### config.mk
export PLATFORM = sky130hd
export DESIGN_NAME = mem_xfer_responder
export DESIGN_NICKNAME = d
export VERILOG_FILES = /design/src/rtl/mem_xfer_pkg.sv /design/src/rtl/rd_return_fifo.sv /design/src/rtl/mem_xfer_responder.sv
export SDC_FILE = /design/constraint.sdc
export NUM_CORES = 1
export LEC_CHECK = 0
export CAP_MARGIN = 20
export CELL_PAD_IN_SITES_DETAIL_PLACEMENT = 0
export CELL_PAD_IN_SITES_GLOBAL_PLACEMENT = 1
export CORE_MARGIN = 3
export CORE_UTILIZATION = 25
export DETAILED_ROUTE_END_ITERATION = 6
export PLACE_DENSITY_LB_ADDON = 0.1
export SLEW_MARGIN = 5
export SYNTH_ARGS = -nofsm -noshare
export SYNTH_HDL_FRONTEND = slang
export SYNTH_SLANG_ARGS = --single-unit
### constraint.sdc
create_clock -name clk -period 3.1 [get_ports clk]
set_input_delay 0.775 -clock clk [delete_from_list [all_inputs] [get_ports clk]]
set_output_delay 0.775 -clock clk [all_outputs]
set_load 0.01 [all_outputs]
### src/rtl/mem_xfer_pkg.sv
// -----------------------------------------------------------------------------
// mem_xfer_pkg
// Shared definitions for the RAM-side transfer responder:
//   - FSM state encoding (2-bit) and the state enum built on it
//   - transfer mode codes driven by the address-calculation line
//   - legal range of the SRAM read latency parameter
// -----------------------------------------------------------------------------
package mem_xfer_pkg;

  // State encoding
  localparam logic [1:0] ST_IDLE  = 2'd0;
  localparam logic [1:0] ST_READ  = 2'd1;
  localparam logic [1:0] ST_WRITE = 2'd2;
  localparam logic [1:0] ST_DRAIN = 2'd3;

  typedef enum logic [1:0] {
    S_IDLE  = ST_IDLE,
    S_READ  = ST_READ,
    S_WRITE = ST_WRITE,
    S_DRAIN = ST_DRAIN
  } state_t;

  // Transfer mode codes; 2'b11 is reserved and behaves like idle
  localparam logic [1:0] MODE_IDLE  = 2'b00;
  localparam logic [1:0] MODE_READ  = 2'b01;
  localparam logic [1:0] MODE_WRITE = 2'b10;

  // SRAM read latency must lie in this range
  localparam int RD_LAT_MIN = 1;
  localparam int RD_LAT_MAX = 4;

endpackage

### src/rtl/rd_return_fifo.sv
// -----------------------------------------------------------------------------
// rd_return_fifo
// Synchronous FIFO holding read data returned by the SRAM until the
// accelerator consumes it. A push and a pop in the same cycle are legal at
// any occupancy, including full.
// Ports:
//   clk, reset_n       clock, asynchronous active-low reset (flushes FIFO)
//   push, push_data    write one word
//   pop                remove head word (ignored when empty)
//   head               head word, 0 when empty
//   occupancy          number of stored words
//   full, empty        status flags
// -----------------------------------------------------------------------------
module rd_return_fifo #(
  parameter  int DATA_W    = 32,
  parameter  int BUF_DEPTH = 4,
  localparam int PTR_W     = $clog2(BUF_DEPTH),
  localparam int CNT_W     = PTR_W + 1
) (
  input  logic              clk,
  input  logic              reset_n,
  input  logic              push,
  input  logic [DATA_W-1:0] push_data,
  input  logic              pop,
  output logic [DATA_W-1:0] head,
  output logic [CNT_W-1:0]  occupancy,
  output logic              full,
  output logic              empty
);

  logic [DATA_W-1:0] mem [BUF_DEPTH];
  logic [PTR_W-1:0]  wr_ptr;
  logic [PTR_W-1:0]  rd_ptr;
  logic              pop_ok;

  assign empty  = (occupancy == '0);
  assign full   = (occupancy == CNT_W'(BUF_DEPTH));
  assign pop_ok = pop & ~empty;
  assign head   = empty ? '0 : mem[rd_ptr];

  // Pointers wrap naturally because BUF_DEPTH is a power of two.
  // NOTE: sequential state uses non-blocking assignments so every register
  // samples pre-edge values regardless of statement order.
  always_ff @(posedge clk or negedge reset_n) begin
    if (!reset_n) begin
      wr_ptr    <= '0;
      rd_ptr    <= '0;
      occupancy <= '0;
    end else begin
      if (push)   wr_ptr <= wr_ptr + PTR_W'(1);
      if (pop_ok) rd_ptr <= rd_ptr + PTR_W'(1);
      occupancy <= occupancy + CNT_W'(push) - CNT_W'(pop_ok);
    end
  end

  // NOTE: the storage array has no reset; occupancy alone decides which
  // entries are meaningful, so clearing the data would only cost logic.
  always_ff @(posedge clk) begin
    if (push) mem[wr_ptr] <= push_data;
  end

endmodule

### src/rtl/mem_xfer_responder.sv
// -----------------------------------------------------------------------------
// mem_xfer_responder
// RAM-side responder for the address-calculation line. In read mode it issues
// SRAM reads under a credit rule (in-flight + buffered < BUF_DEPTH) and returns
// data through rd_return_fifo; in write mode it commits address/data pairs.
// The pause outputs are combinational so a calculator advances on the same
// edge its request is taken.
// Ports:
//   clk, reset_n                 clock, asynchronous active-low reset
//   mode                         00 idle, 01 read, 10 write, 11 idle
//   addr, addr_valid             address from the calculator line
//   wdata, wdata_valid           write data from the accelerator
//   read_pause, write_pause      stall the read / write address calculator
//   rdata, rdata_valid, rdata_ready  read-return stream to the accelerator
//   sram_en, sram_we, sram_addr, sram_wdata, sram_rdata  SRAM interface
//   xfer_count                   accesses completed since leaving IDLE
//   busy                         state is not IDLE
// -----------------------------------------------------------------------------
module mem_xfer_responder
  import mem_xfer_pkg::*;
#(
  parameter int ADDR_W    = 32,
  parameter int DATA_W    = 32,
  parameter int RD_LAT    = 2,
  parameter int BUF_DEPTH = 4
) (
  input  logic              clk,
  input  logic              reset_n,
  input  logic [1:0]        mode,
  input  logic [ADDR_W-1:0] addr,
  input  logic              addr_valid,
  input  logic [DATA_W-1:0] wdata,
  input  logic              wdata_valid,
  output logic              read_pause,
  output logic              write_pause,
  output logic [DATA_W-1:0] rdata,
  output logic              rdata_valid,
  input  logic              rdata_ready,
  output logic              sram_en,
  output logic              sram_we,
  output logic [ADDR_W-1:0] sram_addr,
  output logic [DATA_W-1:0] sram_wdata,
  input  logic [DATA_W-1:0] sram_rdata,
  output logic [31:0]       xfer_count,
  output logic              busy
);

  localparam int CNT_W = $clog2(BUF_DEPTH) + 1;

  if ((RD_LAT < RD_LAT_MIN) || (RD_LAT > RD_LAT_MAX)) begin : g_bad_rd_lat
    $error("mem_xfer_responder: RD_LAT out of range");
  end
  if ((BUF_DEPTH < 2) || ((BUF_DEPTH & (BUF_DEPTH - 1)) != 0)) begin : g_bad_depth
    $error("mem_xfer_responder: BUF_DEPTH must be a power of two >= 2");
  end

  state_t             state;
  logic [CNT_W-1:0]   inflight;
  logic [CNT_W-1:0]   occupancy;
  logic [CNT_W:0]     credits_used;
  logic [RD_LAT-1:0]  rd_pipe;      // one bit per SRAM read still in the pipe
  logic               issue;
  logic               accept;
  logic               push;
  logic               pop;
  logic               fifo_full;
  logic               fifo_empty;

  // NOTE: every signal written here gets a value before any condition, so no
  // path leaves it unassigned and no latch is inferred.
  always_comb begin
    credits_used = {1'b0, inflight} + {1'b0, occupancy};
    issue        = 1'b0;
    accept       = 1'b0;
    if (state == S_READ && addr_valid && credits_used < (CNT_W + 1)'(BUF_DEPTH))
      issue = 1'b1;
    if (state == S_WRITE && addr_valid && wdata_valid)
      accept = 1'b1;
  end

  assign read_pause  = ~issue;
  assign write_pause = ~accept;
  assign busy        = (state != S_IDLE);
  assign push        = rd_pipe[RD_LAT-1];
  assign rdata_valid = ~fifo_empty;
  assign pop         = rdata_valid & rdata_ready;

  rd_return_fifo #(
    .DATA_W    (DATA_W),
    .BUF_DEPTH (BUF_DEPTH)
  ) u_rd_return_fifo (
    .clk       (clk),
    .reset_n   (reset_n),
    .push      (push),
    .push_data (sram_rdata),
    .pop       (pop),
    .head      (rdata),
    .occupancy (occupancy),
    .full      (fifo_full),
    .empty     (fifo_empty)
  );

  always_ff @(posedge clk or negedge reset_n) begin
    if (!reset_n) begin
      state      <= S_IDLE;
      sram_en    <= 1'b0;
      sram_we    <= 1'b0;
      sram_addr  <= '0;
      sram_wdata <= '0;
      rd_pipe    <= '0;
      inflight   <= '0;
      xfer_count <= '0;
    end else begin
      sram_en <= issue | accept;
      sram_we <= accept;
      if (issue | accept) sram_addr  <= addr;
      if (accept)         sram_wdata <= wdata;

      // A read strobed this cycle has its data on sram_rdata RD_LAT cycles
      // later; the last pipe stage marks that cycle and pushes the FIFO.
      rd_pipe[0] <= sram_en & ~sram_we;
      for (int i = 1; i < RD_LAT; i++) rd_pipe[i] <= rd_pipe[i-1];

      // In-flight counts a read from its issue edge until its push edge.
      inflight <= inflight + CNT_W'(issue) - CNT_W'(push);

      if (state == S_IDLE && (mode == MODE_READ || mode == MODE_WRITE))
        xfer_count <= '0;
      else if (pop | accept)
        xfer_count <= xfer_count + 32'd1;

      unique case (state)
        S_IDLE: begin
          if (mode == MODE_READ)       state <= S_READ;
          else if (mode == MODE_WRITE) state <= S_WRITE;
        end
        S_READ:  if (mode != MODE_READ)  state <= S_DRAIN;
        S_WRITE: if (mode != MODE_WRITE) state <= S_IDLE;
        S_DRAIN: if (inflight == '0 && fifo_empty) state <= S_IDLE;
        default: state <= S_IDLE;
      endcase
    end
  end

  // The credit rule keeps pushes from ever landing on a full buffer.
  always @(posedge clk) begin
    if (reset_n) begin
      assert (!(push && fifo_full && !pop))
        else $error("mem_xfer_responder: read-return buffer overflow");
    end
  end

endmodule

==> run summary <==
Status: completed
Clock Tree Buf Depth: 3
Vias: 6,384
Largest net degree at the start of global routing: 50
Top cells by area, synth: edfxtp_1 (39%), dfrtp_1 (28%), mux4_2 (7.3%)
Final Slew Violations: 0
Antenna Nets Post-Route: 0
Net switching power: 3680 uW
Pwr per Cell Area: 876 mW/mm^2
Finished Cell Area: 0.0141 sq mm
Final Hold Viols: 0
Root Buffer: clkbuf_16
CP Class: reg2out
Initial antenna violation count: 1
Busiest metal layer after global routing: met2
Clock sinks: 240
ANT cells: 0
Htree depth: 1
Gate Count Post-Synth: 676
Rel. slew slack: 61.9%
Finish-stage setup viols: 0
EDFF count, synth: 128
Power Total: 12,400 uW
Clock power share: 28.1%
Synthesized area per cell: 14.6 sq um
Max-cap violations: 0
CP startpoint kind: flip-flop
GR Util met3: 5.29%
Vias in the first global route: 6,826
FF+latch count, synth: 240
DRC: 0
First-pass GRT wire length: 42,000 um
GR Layer Usage met1: 16.6%
Std-Cell Rows: 72
Synthesized Nets: 794
Clk Latency, worst-skew pair: 0.55 ns
Commonest non-fill, non-tap cell in the layout: clkdlybuf4s50_1
Synthesized cell area: 0.00989 sq mm
Avg WL per Cell: 18.2 um
Dominant cell type by area after synthesis: edfxtp_1
Port Buffer Count: 236
Core ar.: 0.0388 sq mm
Filler cell count: 3,778
Post-synthesis cell type count: 52
Die height: 205 um
Async SR Flop Fraction: 46.7%
Nets@finish: 1,062
Grt ovf: 0
Total CTS buffers: 30
DIE WIDTH: 205 um
Clock transition at the registers of the reported paths: 0.06 ns
Top-area cell type share of the netlist area: 38.9%
Combinational power share: 35.9%
GPL Wtd Cong: 0.689
CP Capture Type: primary output
Starting density of the core: 25.5%
Layout area overhead: 43.0%
GRT Resource Usage Total: 12.9%
Seq pwr share: 36.0%
Layout cells sized above 1: 18.3%
Pleak: 0.00545 uW
Internal: 8710 uW
Min-Delay Path Class: in2async
First-pass DRT Iterations: 6
Ys Warns: 0
Crit-path max FO: 8
CTS tree: yes
Worst EP required: 2.32 ns
Worst-Margin Slew: 0.571 ns
Worst hold margin: 0.170 ns
Die area: 0.0420 sq mm
Area of placed instances: 0.0130 sq mm
Post-route minimum period: 3.00 ns
Setup TNS: 0 ns
Post-Route Skew: 0.0164 ns
Vias/cell: 4.30
Detail Placement HPWL: 17,000 um
Initial drt markers: 202
Met2 Use GR: 20.2%
Top Ports: 237
VDD IR-drop max: 0.000428 V
Sw Share: 29.7%
FMAX: 0.333 GHz
Arrival time at the worst endpoint: 2.23 ns
Commonest non-fill, non-tap cells in the layout: clkdlybuf4s50_1 (202), edfxtp_1 (128), nand2_1 (116)
Period utilization: 96.8%
Sequential area share after synthesis: 67.2%
Drt total wl: 27,000 um
Dominant synthesized flop cell: edfxtp_1
==> worst paths after layout <==
kind	start	to	slack (ns)	depth (start not counted)
max in group asynchronous	reset_n	u_rd_return_fifo.rd_ptr[0]	2.23	2
setup / recovery	u_rd_return_fifo.rd_ptr[0]	rdata[18]	0.1	6
hold / removal	reset_n	xfer_count[28]	0.17	1
hold reg to reg	rd_pipe[0]	rd_pipe[1]	0.34	0
setup reg to reg	u_rd_return_fifo.occupancy[2]	inflight[2]	0.57	10
min in group clk	rd_pipe[0]	rd_pipe[1]	0.34	0
==> registers in the layout, summed over array words and instances (netlist names) <==
register                    count
sram_addr                      32
xfer_count                     32
u_rd_return_fifo.wr_ptr         2
sram_wdata                     32
state                           2
sram_we                         1
rd_pipe                         2
u_rd_return_fifo.occupancy      3
inflight                        3
sram_en                         1
u_rd_return_fifo.mem          128
u_rd_return_fifo.rd_ptr         2
==> per-layer routing <==
metal  part of all wire [%]  wire, um
met4                    2.0       540
met1                     43     11700
met5                  0.048        13
met2                     46     12400
met3                    8.9      2410
==> layout make-up <==
class	instances	area [sq um]	share of cell area [%]
Inverter	16	60.1	0.425
Timing Repair Buffer	272	2750	19.4
Sequential cell	240	6650	47.0
Clock inverter	12	110	0.779
Clock buffer	44	895	6.33
Tap cell	518	648	4.58
Multi-Input combinational cell	384	3030	21.4
==> critical path, stage by stage, from the launching register on <==
cell	delay, ns
dfrtp_2	0.41
buf_12	0.12
buf_12	0.10
buf_16	0.14
mux4_2	0.49
and2_1	0.18
clkdlybuf4s15_1	0.23
==> per-stage QoR <==
step	utilization (%)	setup WS (ns)	std cells
2_1_floorplan	-	0.657	676
3_3_place_gp	33.4	0.229	1417
3_5_place_dp	33.4	0.173	1417
4_1_cts	36.4	-0.0741	1486
5_1_grt	36.4	-0.000121	1486
6_report	36.4	0.0991	1486
==> power by group through the flow <==
stage | Combinational, uW | Sequential (uW) | Clock [uW]
final | 4450 | 4460 | 3480
after global routing | 4890 | 4560 | 3760
after CTS | 4570 | 4480 | 3620
after detailed placement | 4410 | 4500 | 0
after global placement | 4430 | 4510 | 0
after floorplan | 1880 | 4640 | 0
==> cell families after synthesis <==
group | count (synthesis) | share of synthesized area, %
adder cells (fa/ha/maj) | 15 | 2.05
XOR/XNOR | 12 | 1.06
AO/OA/AOI/OAI | 51 | 3.40
multiplexers | 70 | 11.5
AND/OR/NAND/NOR | 236 | 12.4
flip-flops | 240 | 67.2
buffers and inverters | 52 | 2.27
==> synthesized netlist by cell type, types with 2 or more instances <==
cell and n:
or3_1 5, o31ai_2 2, nor3_1 2, xor2_1 4, buf_6 2, ha_1 13, inv_1 15, o31ai_1 14
a41o_1 2, mux2_2 32, nand2b_1 5, dfrtp_1 112, clkbuf_1 19, a31oi_1 3, mux4_2 32, buf_2 11
xnor2_1 8, and2_1 38, buf_1 4, edfxtp_1 128, nand3_1 7, fa_1 2, nor4_1 6, o21ai_0 6
nand4_1 11, and4_1 2, or4_1 15, and3_1 5, a21oi_1 18, mux2i_1 6, nand2_1 116, nor2_1 11
==> what timing repair did <==
action | in CTS | in global routing
hold buffers | 0 | 0
buffers inserted | 10 | 1
gates cloned | 3 | 0
setup endpoints to repair | 33 | 11
resized for setup | 66 | 18
No activity file was read; power rests on OpenSTA's default activity.
